===== src/rtl/tron_pkg.sv =====
// Shared encodings for the game state machine and the round referee.
package tron_pkg;

    // Game state encoding owned by the downstream game state machine.
    typedef enum logic [2:0] {
        GsMenu         = 3'd0,
        GsRoundPaused  = 3'd1,
        GsRoundStarted = 3'd2,
        GsBlueWins     = 3'd3,
        GsRedWins      = 3'd4
    } game_state_t;

    // Outcome of the most recently judged round.
    typedef enum logic [1:0] {
        ResNone = 2'b00,
        ResBlue = 2'b01,
        ResRed  = 2'b10,
        ResDraw = 2'b11
    } round_result_t;

    // Referee FSM states.
    typedef enum logic [2:0] {
        StIdle,
        StPlay,
        StJudge,
        StHold,
        StWaitExit
    } ref_state_t;

endpackage


===== src/rtl/frame_delay_counter.sv =====
// Counts frame ticks after a start pulse; done fires on the END_DELAY_FRAMES-th tick.
module frame_delay_counter #(
    parameter int unsigned END_DELAY_FRAMES = 60
) (
    input  logic Clk,
    input  logic Reset,
    input  logic start,
    input  logic frame_tick,
    output logic done
);

    localparam int unsigned CNT_W = (END_DELAY_FRAMES > 1) ? $clog2(END_DELAY_FRAMES) : 1;
    localparam logic [CNT_W-1:0] LAST = CNT_W'(END_DELAY_FRAMES - 1);

    logic [CNT_W-1:0] count_q;
    logic             running_q;

    assign done = running_q && frame_tick && (count_q == LAST);

    // Start always rearms from zero, so a stale run left by an abort is harmless.
    always_ff @(posedge Clk) begin
        if (Reset) begin
            count_q   <= '0;
            running_q <= 1'b0;
        end else if (start) begin
            count_q   <= '0;
            running_q <= 1'b1;
        end else if (done) begin
            count_q   <= '0;
            running_q <= 1'b0;
        end else if (running_q && frame_tick) begin
            count_q   <= count_q + 1'b1;
        end
    end

endmodule


===== src/rtl/round_referee.sv =====
// Judges each round from crash flags, keeps the match score and drives the
// round-outcome pulses consumed by the game state machine.
module round_referee
    import tron_pkg::*;
#(
    parameter int unsigned WINS_TO_MATCH    = 3,
    parameter int unsigned END_DELAY_FRAMES = 60,
    parameter int unsigned SCORE_W          = 3
) (
    input  logic               Clk,
    input  logic               Reset,
    input  logic [2:0]         Game_State,
    input  logic               frame_tick,
    input  logic               Blue_Crash,
    input  logic               Red_Crash,
    output logic               Reset_Round,
    output logic               Blue_W,
    output logic               Red_W,
    output logic [SCORE_W-1:0] blue_score,
    output logic [SCORE_W-1:0] red_score,
    output logic [1:0]         round_result,
    output logic               freeze
);

    localparam logic [SCORE_W-1:0] WIN = SCORE_W'(WINS_TO_MATCH);

    ref_state_t         state_q, state_d;
    round_result_t      result_q, result_d;
    logic [SCORE_W-1:0] blue_q, blue_d, red_q, red_d;
    logic               blue_lat_q, blue_lat_d, red_lat_q, red_lat_d;
    logic               reset_round_q, reset_round_d;
    logic               blue_w_q, blue_w_d, red_w_q, red_w_d;
    logic               hold_start, hold_done;
    logic               decide, dec_blue, dec_red;
    logic               started;

    assign started = (Game_State == GsRoundStarted);

    frame_delay_counter #(
        .END_DELAY_FRAMES(END_DELAY_FRAMES)
    ) u_hold_counter (
        .Clk       (Clk),
        .Reset     (Reset),
        .start     (hold_start),
        .frame_tick(frame_tick),
        .done      (hold_done)
    );

    // Next-state, round judgement, scoring and pulse generation.
    always_comb begin
        state_d       = state_q;
        result_d      = result_q;
        blue_d        = blue_q;
        red_d         = red_q;
        blue_lat_d    = blue_lat_q;
        red_lat_d     = red_lat_q;
        reset_round_d = 1'b0;
        blue_w_d      = 1'b0;
        red_w_d       = 1'b0;
        hold_start    = 1'b0;
        decide        = 1'b0;
        dec_blue      = 1'b0;
        dec_red       = 1'b0;

        unique case (state_q)
            StIdle: begin
                if (started) begin
                    state_d    = StPlay;
                    result_d   = ResNone;
                    blue_lat_d = 1'b0;
                    red_lat_d  = 1'b0;
                end
            end
            StPlay: begin
                if (!started) begin
                    state_d = StIdle;
                end else if (Blue_Crash || Red_Crash) begin
                    blue_lat_d = Blue_Crash;
                    red_lat_d  = Red_Crash;
                    if (frame_tick) begin
                        decide   = 1'b1;
                        dec_blue = Blue_Crash;
                        dec_red  = Red_Crash;
                    end else begin
                        state_d = StJudge;
                    end
                end
            end
            StJudge: begin
                // Crashes landing within the same frame are treated as simultaneous.
                if (!started) begin
                    state_d = StIdle;
                end else begin
                    blue_lat_d = blue_lat_q | Blue_Crash;
                    red_lat_d  = red_lat_q | Red_Crash;
                    if (frame_tick) begin
                        decide   = 1'b1;
                        dec_blue = blue_lat_q | Blue_Crash;
                        dec_red  = red_lat_q | Red_Crash;
                    end
                end
            end
            StHold: begin
                if (!started) begin
                    state_d = StIdle;
                end else if (hold_done) begin
                    state_d = StWaitExit;
                    if (blue_q == WIN) begin
                        blue_w_d = 1'b1;
                    end else if (red_q == WIN) begin
                        red_w_d = 1'b1;
                    end else begin
                        reset_round_d = 1'b1;
                    end
                end
            end
            StWaitExit: begin
                // Wait for the game state machine to leave Round_Started before rearming.
                if (!started) begin
                    state_d = StIdle;
                end
            end
            default: state_d = StIdle;
        endcase

        if (decide) begin
            state_d    = StHold;
            hold_start = 1'b1;
            if (dec_blue && dec_red) begin
                result_d = ResDraw;
            end else if (dec_blue) begin
                result_d = ResRed;
                red_d    = (red_q == WIN) ? red_q : red_q + 1'b1;
            end else begin
                result_d = ResBlue;
                blue_d   = (blue_q == WIN) ? blue_q : blue_q + 1'b1;
            end
        end

        if (Game_State == GsMenu) begin
            blue_d = '0;
            red_d  = '0;
        end
    end

    // State and output registers.
    always_ff @(posedge Clk) begin
        if (Reset) begin
            state_q       <= StIdle;
            result_q      <= ResNone;
            blue_q        <= '0;
            red_q         <= '0;
            blue_lat_q    <= 1'b0;
            red_lat_q     <= 1'b0;
            reset_round_q <= 1'b0;
            blue_w_q      <= 1'b0;
            red_w_q       <= 1'b0;
        end else begin
            state_q       <= state_d;
            result_q      <= result_d;
            blue_q        <= blue_d;
            red_q         <= red_d;
            blue_lat_q    <= blue_lat_d;
            red_lat_q     <= red_lat_d;
            reset_round_q <= reset_round_d;
            blue_w_q      <= blue_w_d;
            red_w_q       <= red_w_d;
        end
    end

    assign Reset_Round  = reset_round_q;
    assign Blue_W       = blue_w_q;
    assign Red_W        = red_w_q;
    assign blue_score   = blue_q;
    assign red_score    = red_q;
    assign round_result = result_q;
    assign freeze       = (state_q == StHold);

endmodule


===== config.mk =====
export PLATFORM = sky130hd
export DESIGN_NAME = round_referee
export DESIGN_NICKNAME = d
export VERILOG_FILES = /design/src/rtl/tron_pkg.sv /design/src/rtl/frame_delay_counter.sv /design/src/rtl/round_referee.sv
export SDC_FILE = /design/constraint.sdc
export NUM_CORES = 1
export LEC_CHECK = 0
export ABC_CLOCK_PERIOD_IN_PS = 1800
export CAP_MARGIN = 30
export CORE_ASPECT_RATIO = 0.8
export CORE_MARGIN = 5
export CORE_UTILIZATION = 47
export CTS_CLUSTER_SIZE = 8
export DETAILED_ROUTE_END_ITERATION = 6
export PLACE_DENSITY = 0.77
export SYNTH_ARGS = -nofsm -noshare
export SYNTH_HDL_FRONTEND = slang
export SYNTH_HIERARCHICAL = 1
export SYNTH_SLANG_ARGS = --single-unit

===== constraint.sdc =====
create_clock -name Clk -period 1.8 [get_ports Clk]
set_input_delay 0.54 -clock Clk [delete_from_list [all_inputs] [get_ports Clk]]
set_output_delay 0.54 -clock Clk [all_outputs]
set_load 0.1 [all_outputs]

==> results of run 1 <==
==> worst max-delay path: stages (launching register included) <==
cell,delay [ps]
dfxtp_1,440
and3_2,250
buf_12,170
==> stage by stage <==
stage | power, W | worst slack (ps)
after global routing | 0.0008893 | 3.648
final | 0.0008615 | 65.35
after CTS | 0.0008636 | 17.54
after floorplan | 0.0005600 | 76.60
after detailed placement | 0.0006204 | -365.8
after global placement | 0.0006171 | -325.4
==> where the power goes <==
group / leakage, nW / total [W] / internal, W / switching [W]
combinational: 0.549 / 0.000101 / 0.0000545 / 0.0000461
clock: 0.0177 / 0.000249 / 0.0000834 / 0.000166
sequential: 0.190 / 0.000512 / 0.000509 / 0.00000254
total: 0.757 / 0.000862 / 0.000647 / 0.000214
==> routing by layer <==
layer	wire length [um]	global-route usage, %	up-vias
met1	1309	22.90	554
met3	130	3.854	4
met5	0	0	-
met4	40	5.217	0
li1	-	-	601
met2	1563	30.79	28
==> kinds of logic (layout without fill, tap and decap cells) <==
kind of cell / Yosys count / in the layout / synth area share, %
AND/OR/NAND/NOR: 60 / 60 / 28.44
AO/OA/AOI/OAI: 33 / 33 / 17.99
flip-flops: 23 / 23 / 38.06
buffers and inverters: 13 / 57 / 4.653
adder cells (fa/ha/maj): 5 / 5 / 5.171
multiplexers: 5 / 5 / 4.240
XOR/XNOR: 2 / 2 / 1.448
==> timing repair <==
| item | 4_1_cts | 5_1_grt |
|---|---|---|
| hold buffers | 0 | 0 |
| endpoints found under the setup margin | 6 | 6 |
| pin swaps | 2 | 2 |
| setup buffers | 0 | 2 |
| gates resized for setup | 8 | 7 |
==> cell usage after synthesis, drive strengths merged, types with 3 or more instances <==
cell type	n	share of area (%)
mux2i	4	3.3
and3	3	2.4
nor3	8	3.3
dfxtp	23	38
inv	9	2.8
nand4	6	3.1
ha	5	5.2
or3	3	1.6
nor2	10	3.1
o211a	5	4.1
nand2	18	5.6
o211ai	3	1.9
o21ai	9	3.7
a21oi	9	3.7
==> cell type report <==
cell class	count	area, um2
Multi-Input combinational cell	105	719.4
Fill cell	166	658.1
Timing Repair Buffer	44	505.5
Sequential cell	23	473.0
Tap cell	36	45.04
Inverter	9	33.78
Clock buffer	3	22.52
Clock inverter	1	5.005
==> sequential cells by signal, indices dropped and copies added, names as in the netlist <==
register and flops:
u_hold_counter/running_q 1, round_result 2, blue_score 3, Red_W 1, Reset_Round 1, blue_lat_q 1
state_q 3, red_lat_q 1, red_score 3, Blue_W 1, u_hold_counter/count_q 6
==> worst paths after layout <==
check,depth (start not counted),to,slack [ps],start
hold / removal,2,u_hold_counter/count_q[1]$_SDFFE_PP0P_,490,u_hold_counter/count_q[1]$_SDFFE_PP0P_
hold reg to reg,2,u_hold_counter/count_q[1]$_SDFFE_PP0P_,490,u_hold_counter/count_q[1]$_SDFFE_PP0P_
setup reg to reg,6,u_hold_counter/count_q[5]$_SDFFE_PP0P_,210,state_q[1]$_SDFFE_PP0P_
setup / recovery,2,freeze,70,state_q[1]$_SDFFE_PP0P_
==> metrics.cfg, run 1 <==
[outcome]
outcome = complete, no violations

[timing]
finalHoldViolations = 0
finalCritPeriodShare_pct = 96.37
whs_ps = 493.4
report.final.slew_viol_count = 0
rsz0062_at_grt = false
finalSetupViolations = 0
max_slew.worst_pin.slew_ps = 343.1
post-route-min-period_ps = 1735
fmax_mhz = 576.5
fin_skew_ps = 9.431
finalSetupTns_ps = 0
slew-limit-headroom_pct = 76.95

[synthesis]
syn_area_mm2 = 0.001210
ys_seq_area_share_pct = 38.06
syn_avg_cell_area_um2 = 8.581
syn-num-nets = 154
ys.flop_type = dfxtp_1
synth.ff_latch_count = 23
synthCells = 141
synth_edf_count = 0
synth-async-reset-ratio_pct = 0
synth_cell_types = 39
ys_warn_count = 6

[cts]
cts_tree = built
clock-sinks = 23
path_clk_slew_ps = 130
h-tree-depth = 1
insertion_delay_ps = 330
clockRootBuffer = clkbuf_4
clock_path_buffers = 2
cts_buffers = 3

[global_route]
grt_first_pass_wirelength_mm = 5.285
track_usage_pct = 18.20
grt_pass1_vias = 1144
grt_max_degree = 14
antenna_found_initial = 0
gr-total-overflow = 0

[worst_setup_path]
critPathRequiredTime_ps = 1260
cp-end-kind = output port
cp_max_fo = 5
critPathArrivalTime_ps = 1190
startpoint_type = flop
critPathKind = flop to output port

[final_layout]
final_util_pct = 73.27
synthToLayoutAreaGrowth_pct = 49.12
final_cell_mix = buf_4, nand2_1, dfxtp_1
finalNetCount = 199
diodes = 0
stdcell_count = 221
drive_above_1_share_pct = 33.51
stdcell_area_mm2 = 0.001804
final_common_cell = buf_4

[floorplan]
fp.coreArea_mm2 = 0.002462
start_util_pct = 49.14
die_y_um = 55.38
rows = 16
ios = 20
die_w_um = 66.73
dieArea_mm2 = 0.003695

[drt]
drtPass1Iterations = 4
drt_wl_total_mm = 3.044
viasPerCell = 5.371
drc = 0
wl_per_cell_um = 13.77
route.antenna.remaining_nets = 0
drt-initial-drc-count = 55
vias = 1187

[hold_path]
min_path_type = flop to flop

[pwr]
p_leak_nw = 0.7565
ir_worst_vdd_v = 0.0004706
p_per_area_mw_per_mm2 = 477.5

[placement]
placedCellCount = 215
dpl-instance-area_mm2 = 0.001724
gp_congestion = 0.8239
portBuffers = 19
dp_hpwl_mm = 2.324

[run]
drv_cap = 0

(Power assumes the default switching activity.)
==> inputs of run 2 (changes only) <==
Settings changed: CORE_MARGIN 5 to 2.
==> run 2 against run 1 <==
Against the previous run: sequential cell count stayed put; clock skew shrank 8.4 ps; clock-buffer cell count did not move; clock power about the same; sequential share of layout area fell by 0.81 points; utilization up 2.5 points; combinational power rose by 13%; final cell count up 2.7%; largest power group unchanged; highest routed layer unchanged.
==> metrics.cfg, run 2 (synthesis gave the netlist of run 1 again) <==
[timing]
finalSetupTns_ps = 0
fmax_mhz = 569.5
fin_skew_ps = 1.071
slew-limit-headroom_pct = 79.32
max_slew.worst_pin.slew_ps = 301.6
finalSetupViolations = 0
post-route-min-period_ps = 1756
finalHoldViolations = 0
finalCritPeriodShare_pct = 97.55
layout_setup_ws_ps = 44.09
report.final.slew_viol_count = 0

[worst_setup_path]
slowest_delay_ps = 380
startpoint_type = flop
path_delay_family = flip-flops
cp_max_fo = 6
critPathArrivalTime_ps = 1220
cp_cell_sequence = buf_4 > and3_4 > buf_12
critPathRequiredTime_ps = 1260
path_buf_inv = 2
cp-end-kind = output port
critPathKind = flop to output port
crit_path_top_delay_cell = dfxtp_2

[final_layout]
finalNetCount = 205
synthToLayoutAreaGrowth_pct = 53.05
final_cell_mix = buf_4, nand2_1, dfxtp_1
drive_above_1_share_pct = 36.13
stdcell_area_mm2 = 0.001852
final_util_pct = 75.82
largest_reg_flops = 6
final_common_cell = buf_4
registers.top_by_ff_count = u_hold_counter/count_q
diodes = 0

[global_route]
grt_pass1_vias = 1276
met1_usage_pct = 28.69
track_usage_pct = 24.81
grt_max_degree = 14
gr-total-overflow = 0
grt_first_pass_wirelength_mm = 5.575
top_usage_layer = met2
use_met2_pct = 42.83
antenna_found_initial = 0
met3_usage_pct = 5.305

[placement]
pre_cts_ws_ps = -411.2
dp_hpwl_mm = 2.518
gp_congestion = 0.8820
portBuffers = 19
dpl-instance-area_mm2 = 0.001739

[cts]
insertion_delay_ps = 320
cts_tree = built
cts_buffers = 3
h-tree-depth = 1
clock-sinks = 23
clock_path_buffers = 2
postCtsHoldBufs = 0
path_clk_slew_ps = 130
clockRootBuffer = clkbuf_4

[drt]
drtPass1Iterations = 5
drt_wl_total_mm = 3.682
drc = 0
wl_per_cell_um = 16.22
drt-initial-drc-count = 51
vias = 1323
viasPerCell = 5.828
route.antenna.remaining_nets = 0

[pwr]
power_frac_comb_pct = 13.0
p_clk_share_pct = 28.5
ir_worst_vdd_v = 0.0004830
seqPwrFrac_pct = 58.5
power_w = 0.0008770
internal_power_w = 0.0006543
p_leak_nw = 0.7771
p_sw_w = 0.0002227
sw_frac_of_total_pct = 25.39
p_per_area_mw_per_mm2 = 473.6

[run]
drv_cap = 0

[floorplan]
ios = 20
die_y_um = 49.38
die_w_um = 60.73
rows = 16
dieArea_mm2 = 0.002999
fp.coreArea_mm2 = 0.002442
start_util_pct = 49.54

[hold_path]
min_path_type = flop to flop

[outcome]
outcome = complete, no violations

## run 2: changes by cell type in the layout (fill, tap and decap cells not counted), sizes merged
| cell | previous run | this run |
|---|---|---|
| dlymetal6s2s | 4 | 3 |
| dlygate4sd2 | 2 | 3 |
| buf | 37 | 43 |
## run 2: final timing paths
check                                                start                                     end  slack (ps)  depth (start not counted)
worst max-delay path               state_q[0]$_SDFFE_PP0P_                                  freeze          40                          3
worst min-delay path            blue_score[1]$_SDFFE_PP0P_              blue_score[1]$_SDFFE_PP0P_         500                          2
worst max register to register     state_q[1]$_SDFFE_PP0P_  u_hold_counter/count_q[5]$_SDFFE_PP0P_         130                          6
worst min register to register  blue_score[1]$_SDFFE_PP0P_              blue_score[1]$_SDFFE_PP0P_         500                          2
## run 2: metal layers
layer / vias to the layer above / share of wire (%)
met3: 30 / 7.9
met2: 79 / 48
met1: 603 / 38
met5: - / 0
met4: 0 / 5.7
li1: 611 / -
## run 2: area by class of cell
class,count,area (um2)
multi-input cells,105,728.2
clock buffers,3,22.52
flip-flops and latches,23,470.5
well taps,36,45.04
inverters,9,33.78
clock inverters,1,5.005
fillers,173,590.6
repair buffers,50,546.8
## run 2: worst min-delay path, cell delays in order, from the launching register on
cell and delay [ps]:
dfxtp_2 370, nand2_1 60, mux2i_1 50
## run 2: power groups by stage
stage | logic (W) | clock network [W] | registers (W)
floorplan | 0.0000354 | 0 | 0.000525
global placement | 0.0000963 | 0 | 0.000524
detailed placement | 0.000102 | 0 | 0.000524
CTS | 0.000105 | 0.000255 | 0.000513
global route | 0.000123 | 0.000271 | 0.000513
finish | 0.000114 | 0.000250 | 0.000513
## run 2: what timing repair did
item,CTS,global route
setup buffers,3,3
endpoints found under the setup margin,13,11
endpoints found under the hold margin,0,0
pin swaps,3,3
gates resized for setup,9,9
## run 2: metrics by stage
step / cells / hold slack (ps)
after floorplan: 141 / 451.0
after global placement: 217 / 460.0
after detailed placement: 217 / 480.4
after CTS: 224 / 498.8
after global routing: 227 / 523.4
final: 227 / 497.7
